[src/rtl/uart_rx_param.sv]
// uart_rx_param: oversampling UART receiver. Each bit is judged by a 3-sample
// majority vote around its centre, DATA_WIDTH data bits arrive LSB first, with
// optional parity and one or two stop bits. Frame results are reported as
// registered single-cycle pulses.
// Optional break detection is compiled in by defining UART_RX_BREAK_DET_EN.
module uart_rx_param #(
    parameter int DATA_WIDTH     = 8,
    parameter int PRESCALE_WIDTH = 6
) (
    input  logic                      CLK,
    input  logic                      RST,
    input  logic                      RX_IN,
    input  logic                      PAR_EN,
    input  logic                      PAR_TYP,
    input  logic                      STOP2,
    input  logic [PRESCALE_WIDTH-1:0] Prescale,
    output logic [DATA_WIDTH-1:0]     P_DATA,
    output logic                      Data_Valid,
    output logic                      Par_Err,
    output logic                      Stp_Err,
    output logic                      Break
);

    typedef enum logic [2:0] {
        S_IDLE, S_START, S_DATA, S_PARITY, S_STOP1, S_STOP2, S_DONE
    } state_t;

    localparam logic [PRESCALE_WIDTH-1:0] MIN_P    = PRESCALE_WIDTH'(6);
    localparam logic [PRESCALE_WIDTH-1:0] ONE      = PRESCALE_WIDTH'(1);
    localparam logic [PRESCALE_WIDTH-1:0] TWO      = PRESCALE_WIDTH'(2);
    localparam logic [3:0]                LAST_BIT = 4'(DATA_WIDTH - 1);

    state_t                    r_state, w_nextState;
    logic [PRESCALE_WIDTH-1:0] r_edgeCnt, w_edgeCntNext;
    logic [PRESCALE_WIDTH-1:0] r_p, w_pEven, w_pEff;
    logic [PRESCALE_WIDTH-1:0] w_half, w_hm1, w_hp1, w_hp2, w_last;
    logic [3:0]                r_bitCnt, w_bitCntNext;
    logic [DATA_WIDTH-1:0]     r_shift, w_shiftNext;
    logic [2:0]                r_samp;
    logic                      r_parEn, r_parTyp, r_stop2;
    logic                      r_parErr, w_parErrNext;
    logic                      r_stpErr, w_stpErrNext;
    logic                      w_latch, w_sampleEn, w_edgeLast, w_maj;
    logic                      w_dvNext, w_peNext, w_seNext;
`ifdef UART_RX_BREAK_DET_EN
    logic                      r_zero, w_zeroNext;
    logic                      r_armed, w_armedNext;
    logic [PRESCALE_WIDTH-1:0] r_hiCnt, w_hiCntNext;
    logic                      w_brNext;
`endif

    // Odd prescale values round down to even; anything below 6 leaves no room
    // for three samples plus a settled vote, so it is clamped up to 6.
    assign w_pEven    = Prescale & ~ONE;
    assign w_pEff     = (w_pEven < MIN_P) ? MIN_P : w_pEven;
    assign w_half     = r_p >> 1;
    assign w_hm1      = w_half - ONE;
    assign w_hp1      = w_half + ONE;
    assign w_hp2      = w_half + TWO;
    assign w_last     = r_p - ONE;
    assign w_edgeLast = (r_edgeCnt == w_last);
    assign w_maj      = (r_samp[0] & r_samp[1]) | (r_samp[1] & r_samp[2]) |
                        (r_samp[0] & r_samp[2]);
    assign w_sampleEn = (r_state != S_IDLE) && (r_state != S_DONE);

    // State register; an asynchronous reset aborts any frame in flight.
    always_ff @(posedge CLK or negedge RST) begin
        if (!RST) r_state <= S_IDLE;
        else      r_state <= w_nextState;
    end

    // Next-state logic, bit counting, shifting, error tracking and pulse selection.
    always_comb begin
        w_nextState   = r_state;
        w_edgeCntNext = r_edgeCnt;
        w_bitCntNext  = r_bitCnt;
        w_shiftNext   = r_shift;
        w_parErrNext  = r_parErr;
        w_stpErrNext  = r_stpErr;
        w_latch       = 1'b0;
        w_dvNext      = 1'b0;
        w_peNext      = 1'b0;
        w_seNext      = 1'b0;
`ifdef UART_RX_BREAK_DET_EN
        w_zeroNext    = r_zero;
        w_armedNext   = r_armed;
        w_hiCntNext   = r_hiCnt;
        w_brNext      = 1'b0;
`endif
        if (w_sampleEn) w_edgeCntNext = w_edgeLast ? '0 : r_edgeCnt + ONE;

        case (r_state)
            S_IDLE: begin
                w_edgeCntNext = '0;
                w_bitCntNext  = '0;
`ifdef UART_RX_BREAK_DET_EN
                if (!r_armed) begin
                    if (!RX_IN) begin
                        w_hiCntNext = '0;
                    end else if (r_hiCnt == w_last) begin
                        w_armedNext = 1'b1;
                        w_hiCntNext = '0;
                    end else begin
                        w_hiCntNext = r_hiCnt + ONE;
                    end
                end else
`endif
                if (!RX_IN) begin
                    w_nextState  = S_START;
                    w_latch      = 1'b1;
                    w_parErrNext = 1'b0;
                    w_stpErrNext = 1'b0;
`ifdef UART_RX_BREAK_DET_EN
                    w_zeroNext   = 1'b1;
`endif
                end
            end
            S_START: begin
                if (w_edgeLast) w_nextState = w_maj ? S_IDLE : S_DATA;
            end
            S_DATA: begin
                if (w_edgeLast) begin
                    w_shiftNext = {w_maj, r_shift[DATA_WIDTH-1:1]};
`ifdef UART_RX_BREAK_DET_EN
                    w_zeroNext  = r_zero & ~w_maj;
`endif
                    if (r_bitCnt == LAST_BIT) begin
                        w_bitCntNext = '0;
                        w_nextState  = r_parEn ? S_PARITY : S_STOP1;
                    end else begin
                        w_bitCntNext = r_bitCnt + 4'd1;
                    end
                end
            end
            S_PARITY: begin
                if (w_edgeLast) begin
                    if (w_maj != ((^r_shift) ^ r_parTyp)) w_parErrNext = 1'b1;
`ifdef UART_RX_BREAK_DET_EN
                    w_zeroNext  = r_zero & ~w_maj;
`endif
                    w_nextState = S_STOP1;
                end
            end
            S_STOP1: begin
                if (r_edgeCnt == w_hp2) begin
                    if (!w_maj) w_stpErrNext = 1'b1;
`ifdef UART_RX_BREAK_DET_EN
                    w_zeroNext = r_zero & ~w_maj;
`endif
                    if (!r_stop2) begin
                        w_nextState   = S_DONE;
                        w_edgeCntNext = '0;
                    end
                end
                if (r_stop2 && w_edgeLast) w_nextState = S_STOP2;
            end
            S_STOP2: begin
                if (r_edgeCnt == w_hp2) begin
                    if (!w_maj) w_stpErrNext = 1'b1;
                    w_nextState   = S_DONE;
                    w_edgeCntNext = '0;
                end
            end
            S_DONE: begin
                w_nextState = S_IDLE;
`ifdef UART_RX_BREAK_DET_EN
                w_armedNext = ~r_zero;
                w_hiCntNext = '0;
                if (r_zero) w_brNext = 1'b1;
                else
`endif
                if (r_stpErr)      w_seNext = 1'b1;
                else if (r_parErr) w_peNext = 1'b1;
                else               w_dvNext = 1'b1;
            end
            default: w_nextState = S_IDLE;
        endcase
    end

    // Datapath registers: counters, latched frame configuration, vote samples,
    // and the registered result pulses and output word.
    always_ff @(posedge CLK or negedge RST) begin
        if (!RST) begin
            r_edgeCnt  <= '0;
            r_bitCnt   <= '0;
            r_shift    <= '0;
            r_samp     <= '0;
            r_p        <= MIN_P;
            r_parEn    <= 1'b0;
            r_parTyp   <= 1'b0;
            r_stop2    <= 1'b0;
            r_parErr   <= 1'b0;
            r_stpErr   <= 1'b0;
            P_DATA     <= '0;
            Data_Valid <= 1'b0;
            Par_Err    <= 1'b0;
            Stp_Err    <= 1'b0;
        end else begin
            r_edgeCnt  <= w_edgeCntNext;
            r_bitCnt   <= w_bitCntNext;
            r_shift    <= w_shiftNext;
            r_parErr   <= w_parErrNext;
            r_stpErr   <= w_stpErrNext;
            if (w_latch) begin
                r_p      <= w_pEff;
                r_parEn  <= PAR_EN;
                r_parTyp <= PAR_TYP;
                r_stop2  <= STOP2;
            end
            if (w_sampleEn) begin
                if (r_edgeCnt == w_hm1)  r_samp[0] <= RX_IN;
                if (r_edgeCnt == w_half) r_samp[1] <= RX_IN;
                if (r_edgeCnt == w_hp1)  r_samp[2] <= RX_IN;
            end
            Data_Valid <= w_dvNext;
            Par_Err    <= w_peNext;
            Stp_Err    <= w_seNext;
            if (w_dvNext) P_DATA <= r_shift;
        end
    end

`ifdef UART_RX_BREAK_DET_EN
    // Break tracking: all-zero frame flag, re-arm counter and the Break pulse.
    always_ff @(posedge CLK or negedge RST) begin
        if (!RST) begin
            r_zero  <= 1'b0;
            r_armed <= 1'b1;
            r_hiCnt <= '0;
            Break   <= 1'b0;
        end else begin
            r_zero  <= w_zeroNext;
            r_armed <= w_armedNext;
            r_hiCnt <= w_hiCntNext;
            Break   <= w_brNext;
        end
    end
`else
    assign Break = 1'b0;
`endif

endmodule
[config.mk]
export PLATFORM = sky130hd
export DESIGN_NAME = uart_rx_param
export DESIGN_NICKNAME = d
export VERILOG_FILES = /design/src/rtl/uart_rx_param.sv
export SDC_FILE = /design/constraint.sdc
export NUM_CORES = 1
export LEC_CHECK = 0
export ABC_AREA = 1
export CAP_MARGIN = 10
export CELL_PAD_IN_SITES_DETAIL_PLACEMENT = 1
export CELL_PAD_IN_SITES_GLOBAL_PLACEMENT = 1
export CORE_ASPECT_RATIO = 0.7
export CORE_MARGIN = 1.5
export CORE_UTILIZATION = 25
export DETAILED_ROUTE_END_ITERATION = 7
export PLACE_DENSITY_LB_ADDON = 0.1
export SETUP_SLACK_MARGIN = 0.2
export SLEW_MARGIN = 20
export SYNTH_ARGS = -nofsm -noshare
export SYNTH_HDL_FRONTEND = slang
export SYNTH_SLANG_ARGS = --single-unit
[constraint.sdc]
create_clock -name CLK -period 2.2 [get_ports CLK]
set_input_delay 0.66 -clock CLK [delete_from_list [all_inputs] [get_ports CLK]]
set_output_delay 0.66 -clock CLK [all_outputs]
set_load 0.05 [all_outputs]
==> results.tsv, run 1 <==
stage	metric	value	unit
global_route	GR Util All Layers	14.0	%
route	drt total wl	7750	um
clock_tree	maximum root-to-sink buffer count	2	
die	Cell Rows	32	
pwr	Net Sw Frac	46.5	%
worst_setup_path	worst path cell trace	inv_4, buf_6, ha_4, nand2_4, nand2_4, nand2_2, nand2_2, nand2_4, nand3_4, nor2_8, buf_12, nand2_2, o21ai_1	
synthesis	top area cells in the synthesized netlist	dfrtp_1, nand2_1, inv_1	
pwr	Power Dens Cells	1310	mW/mm2
worst_setup_path	CP arrival	2260	ps
run_status	status	finished, final reports clean	
pwr	LEAKAGE	1.82	nW
finish	fin util	33.4	%
pwr	Logic pwr share	57.5	%
die	CORE AREA	0.0110	mm2
synthesis	Compound-Gate Fraction of Synth Area	10.1	%
die	Die Ht	91.5	um
worst_setup_path	Slowest-stage cell, CP	dfstp_2	
global_route	largest net degree at the start of global routing	33	
die	width of the die	129	um
finish	final instance area	0.00366	mm2
synthesis	most frequent cells after synthesis	nand2_1, dfrtp_1, inv_1	
route	drt first pass iters	4	
placement	IO buf count	21	
route	number of routed nets with antenna violations	0	
synthesis	post-synthesis xor/xnor area fraction	5.01	%
worst_setup_path	largest fanout on the critical path	8	
placement	routability cong.	0.865	
synthesis	most common cell in the netlist	nand2_1	
synthesis	EDFF count, synth	0	
pwr	Int Pwr	0.00256	W
synthesis	Main synth FF type	dfrtp_1	
synthesis	Simple-Gate Fraction of Synth Area	33.7	%
sta	final hold viol count	0	
synthesis	fraction of registers with async set or reset after synthesis	100	%
finish	Area Overhead vs Synth	30.8	%
route	DRT iter0 DRCs	95	
synthesis	Synth area leader	dfrtp_1	
die	Die ar.	0.0118	mm2
worst_setup_path	critical path required time	2420	ps
worst_setup_path	WS Path Type	reg2reg	
synthesis	sequential share of the synthesized area	40.3	%
synthesis	multiplexer share of the synthesized area	0	%
synthesis	syn_nets	400	
die	io pins	24	
global_route	first-pass GRT wire length	12700	um
synthesis	syn avg cell area	7.34	um2
pwr	Clk network pwr share	15.8	%
placement	Placed Area	0.00332	mm2
clock_tree	Skew-Pair Late Insertion Delay	290	ps
synthesis	Syn. warnings	0	
route	vias per inst	4.35	
synthesis	Post-Synth Adder-Cell Area	3.13	%
synthesis	Synth top area share	38.5	%
route	vias after detailed routing	2529	
sta	endpoints failing setup	0	
synthesis	main combinational cell family by area after synthesis	simple AND/OR/NAND/NOR gates	
clock_tree	Clock transition at path regs	70	ps
placement	DP HPWL	5930	um
synthesis	Post-Syn Area	0.00280	mm2
worst_setup_path	Crit. End Element	register	
sta	Max Clk Rate	0.490	GHz
sta	Final Cycle Share	92.7	%
synthesis	Yosys cell types	35	
die	starting density of the core	25.5	%
sta	Post-Route Setup TNS	0	ps
sta	Final min period	2040	ps
pwr	Seq pwr share	26.7	%
route	Avg WL per Cell	13.3	um
run	max cap viols	0	
global_route	initial antenna violation count	0	
clock_tree	Sink Count	45	
global_route	total gr overflow	0	
route	# DRC	0	
clock_tree	CTS buffer count	5	
finish	final-stage net count	447	
finish	n_diodes	0	
clock_tree	Clock H-tree levels	2	
hold_path	HP Class	in2async	
synthesis	Mapped Cells	381	
sta	Slew Limit Fails	0	
global_route	number of global-route vias before repair	2489	
synthesis	Seq cells post-synth	45	
clock_tree	CTS Hold Bufs	0	
worst_setup_path	CP startpoint kind	register	
worst_setup_path	Slowest Stage Delay on Critical Path	560	ps
finish	share of cells above drive strength 1	20.5	%
pwr	sw power	0.00222	W
pwr	VDD IR max	372	uV
clock_tree	clock root cell	clkbuf_16	
clock_tree	TritonCTS clock tree	built	
sta	RSZ-0062 raised after global routing	yes	
sta	clock skew	6.98	ps
layout make-up:
type | instances | area, um2
fillers | 1366 | 7310
clock buffers | 5 | 125
well taps | 153 | 191
clock inverters | 3 | 17.5
repair buffers | 46 | 423
flip-flops and latches | 45 | 1130
inverters | 46 | 175
multi-input cells | 284 | 1600
routing by layer:
layer,up-vias,track usage (%),share of wire [%]
met1,1183,21.7,56
li1,1300,-,-
met2,39,18.8,40
met5,-,0,0
met4,0,4.44,1.2
met3,7,2.83,3.4
power by group through the flow:
stage / logic [W] / registers, W / clock network [W]
floorplan: 0.00162 / 0.00126 / 0
global placement: 0.00234 / 0.00127 / 0
detailed placement: 0.00237 / 0.00128 / 0
CTS: 0.00254 / 0.00127 / 0.000801
global route: 0.00308 / 0.00131 / 0.000826
finish: 0.00275 / 0.00128 / 0.000757
flip-flops by register name (all words and copies together) (netlist names):
name / cells
r_stpErr: 1
r_stop2: 1
P_DATA: 8
r_edgeCnt: 6
Data_Valid: 1
Par_Err: 1
r_parTyp: 1
r_shift: 8
r_p: 5
r_parErr: 1
Stp_Err: 1
r_samp: 3
r_parEn: 1
r_state: 3
r_bitCnt: 4
cells in the final DEF, fill, tap and decap left out, types with 3 or more instances in the layout:
cell	instances
nor3_1	4
dfrtp_1	43
nand2_2	13
buf_6	5
o21ai_2	3
o21ai_0	30
inv_2	7
dlygate4sd2_1	11
a21oi_1	5
nor2_1	28
ha_1	4
xnor2_1	6
clkdlybuf4s50_1	9
nand3_1	20
o21ai_1	10
xor2_1	10
clkbuf_16	5
nand3_2	5
nand2_1	113
nor2_4	3
ha_4	3
buf_4	18
inv_1	38
nand4_1	4
nand2_4	6
worst max-delay path: cells and delay by family (launching register included):
kind	cells	cell delay, ps
flip-flops	1	560
AND/OR/NAND/NOR	8	820
AO/OA/AOI/OAI	1	60
adder cells (fa/ha/maj)	1	170
buffers and inverters	3	350
per-stage QoR:
step           power (W)  hold WS (ps)  worst slack [ps]  instances
6_report         0.00478           287               160        582
5_1_grt          0.00522           306              57.7        582
4_1_cts          0.00461           291               148        581
3_5_place_dp     0.00365           452              2.57        568
3_3_place_gp     0.00361           443              14.9        568
2_1_floorplan    0.00288           364               251        381
what timing repair did:
action                                 CTS  global route
setup endpoints to repair               32            22
endpoints found under the hold margin    0             0
gates resized for setup                 31            20
pin swaps                               12            14
cloned                                   0             0
buffers inserted                         5             1
cells by family after synthesis:
logic type               count (synthesis)
AO/OA/AOI/OAI                           52
XOR/XNOR                                16
adder cells (fa/ha/maj)                  7
buffers and inverters                   52
flip-flops                              45
other                                    1
AND/OR/NAND/NOR                        208
path summary, 6_finish.rpt:
check	startpoint	end	slack, ps	cells after the start
max	r_p[2]	r_shift[3]	160	13
min	RST	r_edgeCnt[4]	290	1
max reg2reg	r_p[2]	r_shift[3]	160	13
min reg2reg	r_stpErr	Data_Valid	450	1
max in group asynchronous	RST	Par_Err	1390	2
min in group CLK	r_stpErr	Data_Valid	450	1
(Power assumes the default switching activity.)
==> run 2: changes to the inputs <==
--- a/config.mk
+++ b/config.mk
@@ -11,7 +11,7 @@
 export CELL_PAD_IN_SITES_GLOBAL_PLACEMENT = 1
 export CORE_ASPECT_RATIO = 0.7
 export CORE_MARGIN = 1.5
-export CORE_UTILIZATION = 25
+export CORE_UTILIZATION = 42
 export DETAILED_ROUTE_END_ITERATION = 7
 export PLACE_DENSITY_LB_ADDON = 0.1
 export SETUP_SLACK_MARGIN = 0.2
==> run 2 against run 1 <==
Effect of this change: combinational power shrank 4%; die area shrank 39%; utilization rose by 21 points; critical path depth fell by 2; setup slack worse by 14 ps; wire length shrank 2.9%; final area is 5.3% lower; power shrank 4.1%; clock power fell by 12%; clock skew grew 3.8 ps; largest cell class unchanged.
==> results.tsv, run 2 (synthesis results as in run 1) <==
stage	metric	value	unit
worst_setup_path	Slowest Stage Delay on Critical Path	550	ps
global_route	first-pass GRT wire length	12700	um
worst_setup_path	Worst Setup SP	r_p[1]	
sta	final hold viol count	0	
route	vias per inst	4.98	
route	# DRC	0	
die	io pins	24	
die	Cell Rows	24	
placement	Placed Area	0.00318	mm2
pwr	VDD IR max	600	uV
worst_setup_path	WS Path Type	reg2reg	
worst_setup_path	worst path cell trace	inv_2, ha_4, inv_1, nand2_1, nand2_1, nand2_2, nor2_4, nand3_4, nor2_8, clkbuf_16, o21ai_1	
finish	Layout fillers	808	
route	DRT iter0 DRCs	105	
route	vias after detailed routing	2544	
global_route	total gr overflow	0	
sta	Worst slew margin	64.7	%
die	CORE AREA	0.00634	mm2
global_route	number of global-route vias before repair	2569	
sta	Slew Limit Fails	0	
placement	IO buf count	21	
die	Die ar.	0.00717	mm2
sta	Max Clk Rate	0.487	GHz
hold_path	HP Class	in2async	
pwr	LEAKAGE	1.72	nW
sta	Post-Route Setup TNS	0	ps
worst_setup_path	CP startpoint kind	register	
finish	final-stage net count	438	
finish	top flop regs	P_DATA: 8 flops, r_shift: 8 flops, r_edgeCnt: 6 flops	
sta	RSZ-0062 raised after global routing	yes	
route	number of routed nets with antenna violations	0	
placement	DP HPWL	5620	um
pwr	Power Dens Cells	1320	mW/mm2
clock_tree	clock root cell	clkbuf_8	
route	drt first pass iters	4	
worst_setup_path	largest fanout on the critical path	8	
run	max cap viols	0	
global_route	GR Util All Layers	23.0	%
sta	endpoints failing setup	0	
worst_setup_path	crit-path most repeated cell	nand2_1	
sta	Final Cycle Share	93.4	%
placement	routability cong.	0.880	
route	Avg WL per Cell	14.7	um
clock_tree	TritonCTS clock tree	built	
clock_tree	Clock H-tree levels	2	
worst_setup_path	Crit. End Element	register	
sta	Final min period	2050	ps
run_status	status	finished, final reports clean	
clock_tree	Skew-Pair Late Insertion Delay	300	ps
worst_setup_path	CP arrival	2250	ps
clock_tree	Clock transition at path regs	90	ps
die	Die Ht	71.3	um
finish	fin util	54.7	%
sta	clock skew	10.8	ps
die	starting density of the core	44.2	%
worst_setup_path	Slowest-stage cell, CP	dfstp_2	
worst_setup_path	RR Startpoint	r_p[1]	
clock_tree	CTS Hold Bufs	0	
sta	Worst Tran Pin Value	530	ps
worst_setup_path	critical path required time	2400	ps
clock_tree	Sink Count	45	
die	width of the die	101	um
clock_tree	maximum root-to-sink buffer count	2	
global_route	initial antenna violation count	0	
finish	share of cells above drive strength 1	17.6	%
clock_tree	CTS buffer count	5	
route	drt total wl	7530	um
finish	commonest non-fill, non-tap cells in the layout	nand2_1, dfrtp_1, inv_1	
global_route	largest net degree at the start of global routing	25	
finish	commonest non-fill, non-tap cell in the layout	nand2_1	
finish	final instance area	0.00347	mm2
finish	Area Overhead vs Synth	23.9	%
pwr	post-layout power	0.00459	W
finish	n_diodes	0	
run 2: worst max-delay path: cells and delay by family, from the launching register on:
family | cells | cell delay (ps)
buf+inv | 3 | 290
compound gates | 1 | 50
simple gates | 6 | 810
flops | 1 | 550
fa+ha+maj | 1 | 240
run 2: worst paths after layout:
path | depth (start not counted) | end | slack [ps]
worst max register to register | 11 | r_shift[2] | 150
min in group CLK | 1 | Data_Valid | 460
worst min-delay path | 1 | r_samp[1] | 320
max in group asynchronous | 2 | r_p[2] | 1280
worst min register to register | 1 | Data_Valid | 460
worst max-delay path | 11 | r_shift[2] | 150
run 2: timing repair:
item	in CTS	in global routing
setup endpoints to repair	33	23
gates resized for setup	29	9
buffers inserted	2	3
pin swaps	16	7
cloned	0	1
run 2: final cells by class:
type | count | area [um2] | share of cell area [%]
clock buffer | 7 | 86.3 | 2.49
tap | 91 | 114 | 3.28
clock inverter | 1 | 30.0 | 0.866
sequential | 45 | 1130 | 32.6
multi-input combinational | 284 | 1570 | 45.4
inverter | 46 | 173 | 4.98
timing repair buffer | 37 | 362 | 10.4
run 2: metrics by stage:
stage               hold slack [ps]  std cells  setup WS (ps)
floorplan                       364        381            251
global placement                442        497            119
detailed placement              455        497           43.0
finish                          324        511            146
CTS                             329        507            177
global route                    345        511           39.0
run 2: layer usage:
layer  track usage, %  routed length (um)  up-vias
met4             5.16                  51        0
li1                 -                   -     1279
met2             35.5                3360       30
met1             33.9                3870     1231
met5                0                   0        -
met3             4.39                 248        4
run 2: where the power goes:
part | leakage, nW | switching (W) | internal, W
registers | 0.596 | 0.000239 | 0.00104
clock network | 0.0585 | 0.000293 | 0.000371
logic | 1.07 | 0.00163 | 0.00101
==> run 3: changes to the inputs <==
--- a/config.mk
+++ b/config.mk
@@ -9,7 +9,6 @@
 export CAP_MARGIN = 10
 export CELL_PAD_IN_SITES_DETAIL_PLACEMENT = 1
 export CELL_PAD_IN_SITES_GLOBAL_PLACEMENT = 1
-export CORE_ASPECT_RATIO = 0.7
 export CORE_MARGIN = 1.5
 export CORE_UTILIZATION = 42
 export DETAILED_ROUTE_END_ITERATION = 7
@@ -19,3 +18,4 @@
 export SYNTH_ARGS = -nofsm -noshare
 export SYNTH_HDL_FRONTEND = slang
 export SYNTH_SLANG_ARGS = --single-unit
+export TNS_END_PERCENT = 30
==> run 3 against run 2 <==
Effect of this change: critical path depth decreased by 10; combinational power is 11% lower; final area down 3.6%; first-iteration DRC count is 20% lower; flip-flop and latch count unchanged; utilization decreased by 2.4 points; fmax is 1.1% lower; clock power barely moved; critical path type is now reg2out; critical endpoint is now Data_Valid.
==> results.tsv, run 3 (synthesis results as in run 1) <==
stage	metric	value	unit
worst_setup_path	Critical R2R Capture	r_shift[1]	
placement	DP HPWL	5300	um
run_status	status	finished, final reports clean	
clock_tree	Clock transition at path regs	90	ps
sta	Slew Limit Fails	0	
route	vias after detailed routing	2463	
worst_setup_path	Crit. End Element	output port	
route	drt first pass iters	4	
worst_setup_path	RR Startpoint	r_p[2]	
finish	commonest non-fill, non-tap cells in the layout	nand2_1, dfrtp_1, inv_1	
route	# DRC	0	
clock_tree	clock root cell	clkbuf_8	
clock_tree	maximum root-to-sink buffer count	2	
worst_setup_path	WS Path Type	reg2out	
sta	RSZ-0062 raised after global routing	yes	
die	io pins	24	
sta	Max Clk Rate	0.481	GHz
route	DRT iter0 DRCs	84	
clock_tree	Skew-Pair Late Insertion Delay	300	ps
sta	Worst Tran Pin Value	596	ps
finish	commonest non-fill, non-tap cell in the layout	nand2_1	
global_route	total gr overflow	0	
worst_setup_path	Worst Path Buf+Inv	1	
global_route	GR Util All Layers	20.5	%
sta	Post-Route Setup TNS	0	ps
die	starting density of the core	43.8	%
pwr	VDD IR max	621	uV
route	drt total wl	6670	um
worst_setup_path	largest fanout on the critical path	1	
clock_tree	TritonCTS clock tree	built	
worst_setup_path	FF-to-FF path depth	11	
route	number of routed nets with antenna violations	0	
die	CORE AREA	0.00639	mm2
sta	worst hold slack	356	ps
placement	Post-Place Setup Slack	61.1	ps
worst_setup_path	Crit. path cell count	1	
global_route	initial antenna violation count	0	
global_route	first-pass GRT wire length	11900	um
pwr	LEAKAGE	1.73	nW
finish	n_diodes	0	
finish	top flop regs	P_DATA: 8 flops, r_shift: 8 flops, r_edgeCnt: 6 flops	
worst_setup_path	Slowest-stage cell, CP	clkdlybuf4s50_1	
placement	routability cong.	0.883	
die	Cell Rows	29	
worst_setup_path	Worst Setup SP	Data_Valid	
pwr	post-layout power	0.00426	W
worst_setup_path	cell family with most CP delay	buffers and inverters	
route	Avg WL per Cell	13.5	um
worst_setup_path	CP arrival	1420	ps
sta	Worst slew margin	60.3	%
clock_tree	CTS Hold Bufs	0	
sta	Final Cycle Share	94.4	%
finish	Area Overhead vs Synth	19.4	%
finish	Layout fillers	797	
run	max cap viols	0	
die	width of the die	84.6	um
die	Die Ht	84.6	um
placement	Placed Area	0.00315	mm2
sta	setup slack after layout	123	ps
worst_setup_path	CP startpoint kind	register	
clock_tree	Clock H-tree levels	2	
finish	final instance area	0.00334	mm2
worst_setup_path	worst path cell trace	clkdlybuf4s50_1	
hold_path	HP Class	in2async	
finish	final-stage net count	436	
global_route	largest net degree at the start of global routing	27	
clock_tree	Sink Count	45	
global_route	number of global-route vias before repair	2568	
worst_setup_path	R2R Setup Slk	210	ps
sta	Final min period	2080	ps
sta	clock skew	6.55	ps
worst_setup_path	Slowest Stage Delay on Critical Path	790	ps
placement	IO buf count	21	
pwr	Power Dens Cells	1270	mW/mm2
finish	share of cells above drive strength 1	15.6	%
worst_setup_path	Worst setup endpoint	Data_Valid	
sta	endpoints failing setup	0	
worst_setup_path	critical path required time	1540	ps
die	Die ar.	0.00716	mm2
sta	final hold viol count	0	
route	vias per inst	4.98	
clock_tree	CTS buffer count	5	
[run 3: metal layers]
layer	GRT usage, %	wire length, um	vias to the layer above
li1	-	-	1271
met1	28.4	3260	1153
met2	33.7	3080	31
met3	2.75	250	8
met4	5.72	88	0
met5	0	0	-
[run 3: worst min-delay path by stage]
stage | start | to | slack [ps] | cells past startpoint
after floorplan | RST | Data_Valid | 360 | 0
after global placement | r_stpErr | Data_Valid | 440 | 1
after detailed placement | r_stpErr | Data_Valid | 450 | 1
after CTS | RST | r_parTyp | 370 | 1
after global routing | RST | r_parTyp | 400 | 1
final | RST | r_p[3] | 360 | 1
[run 3: power by group]
group / internal [W] / switching [W]
Combinational: 0.000883 / 0.00146
Sequential: 0.00104 / 0.000210
Clock: 0.000370 / 0.000295
[run 3: per-stage QoR]
step	std cells	utilization [%]
2_1_floorplan	381	-
3_3_place_gp	484	49.4
3_5_place_dp	484	49.4
4_1_cts	495	52.0
5_1_grt	495	52.3
6_report	495	52.3
[run 3: final cells by class]
class                      instances  area (um2)  share of cell area (%)
multi-input combinational        284        1500                    44.8
sequential                        45        1130                    33.8
timing repair buffer              35         327                    9.78
inverter                          46         173                    5.17
tap                               77        96.3                    2.88
clock buffer                       6        82.6                    2.47
clock inverter                     2        37.5                    1.12
[run 3: repair_timing]
| item | CTS | global route |
|---|---|---|
| resized for setup | 14 | 6 |
| setup endpoints to repair | 31 | 26 |
| pin swaps | 8 | 5 |
| setup buffers | 3 | 0 |
